### config.mk
export PLATFORM = sky130hd
export DESIGN_NAME = ps2_host_fifo
export DESIGN_NICKNAME = d
export VERILOG_FILES = /design/src/rtl/ps2_host_fifo.sv
export SDC_FILE = /design/constraint.sdc
export NUM_CORES = 1
export LEC_CHECK = 0
export ABC_CLOCK_PERIOD_IN_PS = 3200
export BUFFER_PORTS_ARGS = -buffer_cell sky130_fd_sc_hd__buf_2
export CAP_MARGIN = 20
export CORE_UTILIZATION = 50
export CTS_CLUSTER_SIZE = 12
export DETAILED_ROUTE_END_ITERATION = 10
export PLACE_DENSITY = 0.76
export SYNTH_ARGS = -nofsm -noshare
export SYNTH_HDL_FRONTEND = slang
export SYNTH_SLANG_ARGS = --single-unit
### constraint.sdc
create_clock -name clk -period 3.2 [get_ports clk]
set_input_delay 0.48 -clock clk [delete_from_list [all_inputs] [get_ports clk]]
set_output_delay 0.48 -clock clk [all_outputs]
set_load 0.02 [all_outputs]
### src/rtl/ps2_host_fifo.sv
// PS/2 host controller: synchronised line sampling, receive framing with an
// odd-parity/stop check, a show-ahead receive FIFO, a frame watchdog and a
// host-to-device transmit sequence with an ACK/NACK status handshake.
module ps2_host_fifo #(
  parameter int INHIBIT_CYCLES = 8191,
  parameter int TIMEOUT_CYCLES = 65535,
  parameter int FIFO_DEPTH     = 8,
  parameter int FIFO_AW        = 3
) (
  input  logic               clk,
  input  logic               rst,
  input  logic               ps2_clk_d,
  input  logic               ps2_data_d,
  output logic               ps2_clk_q,
  output logic               ps2_data_q,
  input  logic [7:0]         tx_data,
  input  logic               tx_req,
  output logic               tx_busy,
  output logic               tx_done,
  output logic               tx_err,
  output logic [7:0]         rx_data,
  output logic               rx_valid,
  input  logic               rx_rd,
  output logic [FIFO_AW:0]   rx_count,
  output logic               rx_err,
  output logic               rx_overflow
);

  localparam int INH_W = $clog2(INHIBIT_CYCLES + 1);
  localparam int WD_W  = $clog2(TIMEOUT_CYCLES + 1);

  typedef enum logic [2:0] {IDLE, RX, TX_INH, TX_DATA, TX_ACK} state_t;

  state_t             state;
  logic               clk_p0, clk_p1, clk_p2;
  logic               data_p0, data_p1, data_s;
  logic               fall;
  logic [3:0]         bit_cnt;
  logic [INH_W-1:0]   inh_cnt;
  logic [WD_W-1:0]    wdog;
  logic [8:0]         rx_shift;
  logic [9:0]         tx_shift;
  logic [9:0]         rx_word;
  logic               frame_done, frame_ok, pop, full, push, wdog_zero;
  logic [FIFO_AW-1:0] wr_ptr, rd_ptr;
  logic [7:0]         mem [FIFO_DEPTH];

  // True when the 9 bits (data + parity) hold an odd number of ones.
  function automatic logic odd_parity_ok(input logic [8:0] w);
    return ^w;
  endfunction

  // Parity bit that makes data + parity odd.
  function automatic logic odd_parity_bit(input logic [7:0] d);
    return ~^d;
  endfunction

  // Two-flop synchronisers plus one history stage; data_s lines up with fall.
  always_ff @(posedge clk) begin
    clk_p0  <= ps2_clk_d;
    clk_p1  <= clk_p0;
    clk_p2  <= clk_p1;
    data_p0 <= ps2_data_d;
    data_p1 <= data_p0;
    data_s  <= data_p1;
  end

  // Registered falling-edge strobe of the synchronised PS/2 clock.
  always_ff @(posedge clk) begin
    if (!rst) fall <= 1'b0;
    else      fall <= clk_p2 & ~clk_p1;
  end

  // Frame word as it stands on the stop-bit edge: {stop, parity, d7..d0}.
  assign rx_word    = {data_s, rx_shift};
  assign frame_done = (state == RX) && fall && (bit_cnt == 4'd9);
  assign frame_ok   = odd_parity_ok(rx_word[8:0]) & rx_word[9];
  assign pop        = rx_rd & rx_valid;
  assign full       = (rx_count == (FIFO_AW+1)'(FIFO_DEPTH));
  // A pop in the same cycle frees the slot, so a full FIFO can still accept.
  assign push       = frame_done & frame_ok & (~full | pop);
  assign wdog_zero  = (wdog == '0);

  // Protocol FSM: receive framing, transmit sequencing, watchdog and pulses.
  always_ff @(posedge clk) begin
    if (!rst) begin
      state       <= IDLE;
      tx_busy     <= 1'b0;
      tx_done     <= 1'b0;
      tx_err      <= 1'b0;
      rx_err      <= 1'b0;
      rx_overflow <= 1'b0;
      ps2_clk_q   <= 1'b0;
      ps2_data_q  <= 1'b0;
      bit_cnt     <= '0;
      inh_cnt     <= '0;
      wdog        <= '0;
    end else begin
      tx_done     <= 1'b0;
      tx_err      <= 1'b0;
      rx_err      <= 1'b0;
      rx_overflow <= 1'b0;
      case (state)
        IDLE: begin
          ps2_clk_q  <= 1'b0;
          ps2_data_q <= 1'b0;
          if (tx_req) begin
            state     <= TX_INH;
            tx_busy   <= 1'b1;
            ps2_clk_q <= 1'b1;
            inh_cnt   <= INH_W'(1);
            // Start bit is driven separately at the end of the inhibit.
            tx_shift  <= {1'b1, odd_parity_bit(tx_data), tx_data};
          end else if (fall && !data_s) begin
            state   <= RX;
            bit_cnt <= '0;
            wdog    <= WD_W'(TIMEOUT_CYCLES);
          end
        end
        RX: begin
          if (fall) begin
            rx_shift <= rx_word[9:1];
            wdog     <= WD_W'(TIMEOUT_CYCLES);
            if (bit_cnt == 4'd9) begin
              state       <= IDLE;
              rx_err      <= ~frame_ok;
              rx_overflow <= frame_ok & ~push;
            end else begin
              bit_cnt <= bit_cnt + 4'd1;
            end
          end else if (wdog_zero) begin
            rx_err <= 1'b1;
            state  <= IDLE;
          end else begin
            wdog <= wdog - 1'b1;
          end
        end
        TX_INH: begin
          if (inh_cnt == INH_W'(INHIBIT_CYCLES)) begin
            ps2_clk_q <= 1'b0;
            state     <= TX_DATA;
            bit_cnt   <= '0;
            wdog      <= WD_W'(TIMEOUT_CYCLES);
          end else begin
            if (inh_cnt == INH_W'(INHIBIT_CYCLES - 1)) ps2_data_q <= 1'b1;
            inh_cnt <= inh_cnt + 1'b1;
          end
        end
        TX_DATA: begin
          if (fall) begin
            ps2_data_q <= ~tx_shift[0];
            tx_shift   <= {1'b1, tx_shift[9:1]};
            wdog       <= WD_W'(TIMEOUT_CYCLES);
            if (bit_cnt == 4'd9) state <= TX_ACK;
            else                 bit_cnt <= bit_cnt + 4'd1;
          end else if (wdog_zero) begin
            tx_err     <= 1'b1;
            tx_busy    <= 1'b0;
            ps2_data_q <= 1'b0;
            state      <= IDLE;
          end else begin
            wdog <= wdog - 1'b1;
          end
        end
        TX_ACK: begin
          ps2_data_q <= 1'b0;
          if (fall) begin
            tx_done <= ~data_s;
            tx_err  <= data_s;
            tx_busy <= 1'b0;
            state   <= IDLE;
          end else if (wdog_zero) begin
            tx_err  <= 1'b1;
            tx_busy <= 1'b0;
            state   <= IDLE;
          end else begin
            wdog <= wdog - 1'b1;
          end
        end
        default: state <= IDLE;
      endcase
    end
  end

  // FIFO pointers and occupancy; pointers wrap naturally at the power-of-2 depth.
  always_ff @(posedge clk) begin
    if (!rst) begin
      wr_ptr   <= '0;
      rd_ptr   <= '0;
      rx_count <= '0;
    end else begin
      if (push) wr_ptr <= wr_ptr + 1'b1;
      if (pop)  rd_ptr <= rd_ptr + 1'b1;
      rx_count <= rx_count + (FIFO_AW+1)'(push) - (FIFO_AW+1)'(pop);
    end
  end

  // FIFO storage write.
  always_ff @(posedge clk) begin
    if (push) mem[wr_ptr] <= rx_word[7:0];
  end

  assign rx_valid = (rx_count != '0);
  assign rx_data  = rx_valid ? mem[rd_ptr] : 8'h00;

endmodule
==> impl_metrics.json <==
{
  "cts_sinks": 145,
  "syn-num-nets": 578,
  "critPathBufInv": 2,
  "overflow": 0,
  "drc": 0,
  "area_growth_pct": 14.66,
  "final_max_slew_viol_count": 0,
  "grt_max_degree": 23,
  "postCtsSetupBuffers": 0,
  "final_nets": 617,
  "outcome": "finished clean",
  "io_pins": 34,
  "finalHoldViolCount": 0,
  "slowest_stage": "edfxtp_1",
  "htree_levels": 4,
  "n_fill_cell": 1015,
  "crit_path_start_kind": "flop",
  "setup_ws_ps": 249.9,
  "cp_max_fo": 10,
  "r2r-start": "rx_shift[5]",
  "ir_worst_vdd_mv": 0.3833,
  "drive_above_1_share_pct": 18.44,
  "hpwlAfterDp_um": 8492,
  "synth-edff-count": 82,
  "die_h_um": 116.3,
  "ys_types": 66,
  "rsz0062_at_grt": "no",
  "cts_buffers": 17,
  "mostFrequentLayoutCell": "edfxtp_1",
  "synth-seq-cells": 145,
  "worstReg2RegEnd": "rx_count[2]",
  "drt-initial-drc-count": 317,
  "whs_endpoint": "data_p0",
  "min_path_cells": 1,
  "gp_congestion": 0.8284,
  "initial_core_util_pct": 51.52,
  "regToRegSetupSlack_ps": 250,
  "critical_path_class": "flop to flop",
  "fmax_mhz": 339.0,
  "worst_slew_pin_slew_ps": 888.8,
  "ctsHoldBuffers": 0,
  "worst_clock_skew_ps": 7.241,
  "critPathMaxStageDelay_ps": 520,
  "hold_slack_ps": 154.9,
  "period_needed_ps": 2950,
  "n_antenna_cell": 0,
  "grtUsageTotal_pct": 20.90,
  "avgSynthCellArea_um2": 11.87,
  "hp-class": "input pin to flop",
  "dieArea_um2": 13520,
  "die_x_um": 116.3,
  "crit_family": "XOR/XNOR gates",
  "stdcell_count": 774,
  "fin_crit_sh_pct": 92.19,
  "p_leak_nw": 2.674,
  "syn_area_um2": 6528,
  "grt_pass1_wl_um": 20840,
  "final_cell_mix": "edfxtp_1 (82), dfxtp_1 (63), nand2_1 (55)",
  "drt_pass1_iterations": 5,
  "hp-start": "ps2_data_d",
  "reg2regPathDepth": 11,
  "dp_cells": 742,
  "cts_tree": "yes",
  "final.setup.tns_ps": 0,
  "crit_path_end_kind": "flop",
  "powerDensity_nw_per_um2": 768.7,
  "cp.arrival_ps": 3250,
  "ctsRootBufferMaster": "clkbuf_16",
  "clk-insertion-delay-late_ps": 430,
  "grt_pass1_vias": 4238,
  "drt-vias-per-instance": 5.742,
  "io_buffers": 33,
  "rows": 41,
  "vias": 4444,
  "async_reset_ff_share_pct": 0,
  "yosysWarnings": 0,
  "coreArea_um2": 12670,
  "synth_flop_cell": "edfxtp_1",
  "worst_ep_required_time_ps": 3500,
  "regArea_um2": 3724,
  "routedWlPerCell_um": 16.74,
  "multi_input_area_um2": 2587,
  "antenna_found_initial": 0,
  "cap_violations": 0,
  "clk_pin_slew_ps": 60,
  "clockBufferDepth": 2,
  "drtAntennaViolNets": 0,
  "crit_chain": "xor2_1, xnor3_1, xnor2_2, nor3_2, inv_1, ha_1, inv_1, ha_1, fa_1, xnor2_1, nor2_1",
  "setup_violations": 0,
  "relSlewSlack_pct": 40.57,
  "netlist_instances": 550,
  "drt-total-wl_um": 12950,
  "place_ws_ps": 209.5,
  "seq_area_frac_synth_pct": 57.04
}
==> worst max path at each step <==
| stage | from | endpoint | cells past startpoint |
|---|---|---|---|
| finish | rx_shift[5] | rx_count[2] | 11 |
| floorplan | rx_shift[2] | mem[4][0] | 6 |
| CTS | rx_shift[6] | rx_count[3] | 12 |
| detailed placement | rx_shift[6] | rx_count[3] | 12 |
| global placement | rx_shift[5] | rx_count[3] | 12 |
| global route | rx_count[2] | rx_count[3] | 13 |
==> cell type report <==
class                           instances  share of cell area (%)
Clock buffer                           19                   5.918
Clock inverter                         13                   1.822
Inverter                               25                   1.254
Multi-Input combinational cell        351                   34.57
Sequential cell                       145                   49.75
Tap cell                              172                   2.875
Timing Repair Buffer                   49                   3.811
==> through the flow <==
| stage | cell area, um^2 | power (mW) | utilization, % |
|---|---|---|---|
| after global routing | 7485 | 6.054 | 59.07 |
| final | 7485 | 5.753 | 59.07 |
| after floorplan | 6528 | 3.473 | - |
| after CTS | 7477 | 5.786 | 59.01 |
| after detailed placement | 6898 | 3.854 | 54.44 |
| after global placement | 6898 | 3.788 | 54.44 |
==> logic make-up after synthesis <==
| family | share of synthesized area [%] |
|---|---|
| buf+inv | 3.431 |
| flops | 57.04 |
| simple gates | 16.02 |
| mux | 7.207 |
| fa+ha+maj | 2.799 |
| xor+xnor | 3.699 |
| compound gates | 9.795 |
==> state kept, by name (all words and copies together), names as in the netlist, 3 cells and up, named ones only <==
register / flops
wdog: 16
bit_cnt: 4
rx_count: 4
rx_shift: 9
state: 3
wr_ptr: 3
tx_shift: 9
inh_cnt: 13
mem: 64
rd_ptr: 3
==> cells in the mapped netlist, types with 11 or more instances <==
library cell / count / area, um^2
edfxtp_1: 82 / 2462
dfxtp_1: 63 / 1261
nand2_1: 55 / 206.5
nor2_1: 43 / 161.4
inv_1: 25 / 93.84
xnor2_1: 20 / 175.2
a21oi_1: 19 / 95.09
clkbuf_1: 19 / 71.32
o31a_1: 18 / 157.7
mux4_2: 16 / 360.4
nand3_1: 16 / 80.08
nor3_1: 15 / 75.07
nor4_1: 14 / 87.58
ha_1: 13 / 162.7
mux2i_1: 11 / 110.1
o21ai_0: 11 / 55.05
==> layer usage <==
| layer | up-vias | wire length, um | part of all wire [%] | global-route usage, % |
|---|---|---|---|---|
| li1 | 2129 | - | - | - |
| met1 | 2176 | 5549 | 43 | 25.44 |
| met2 | 114 | 6405 | 49 | 33.41 |
| met3 | 25 | 708 | 5.5 | 6.902 |
| met4 | 0 | 291 | 2.2 | 10.34 |
| met5 | - | 0 | 0 | 0 |
==> where the power goes <==
group,internal (mW),leakage [nW],total [mW],switching [mW]
sequential,2.11,1.26,2.28,0.167
combinational,0.641,1.13,1.54,0.898
clock,1.12,0.283,1.94,0.821
total,3.87,2.67,5.75,1.89
==> repair_timing <==
action | CTS | global route
resized for setup | 0 | 1
setup endpoints to repair | 0 | 1
endpoints found under the hold margin | 0 | 0
Power figures use the tool's default switching activity.
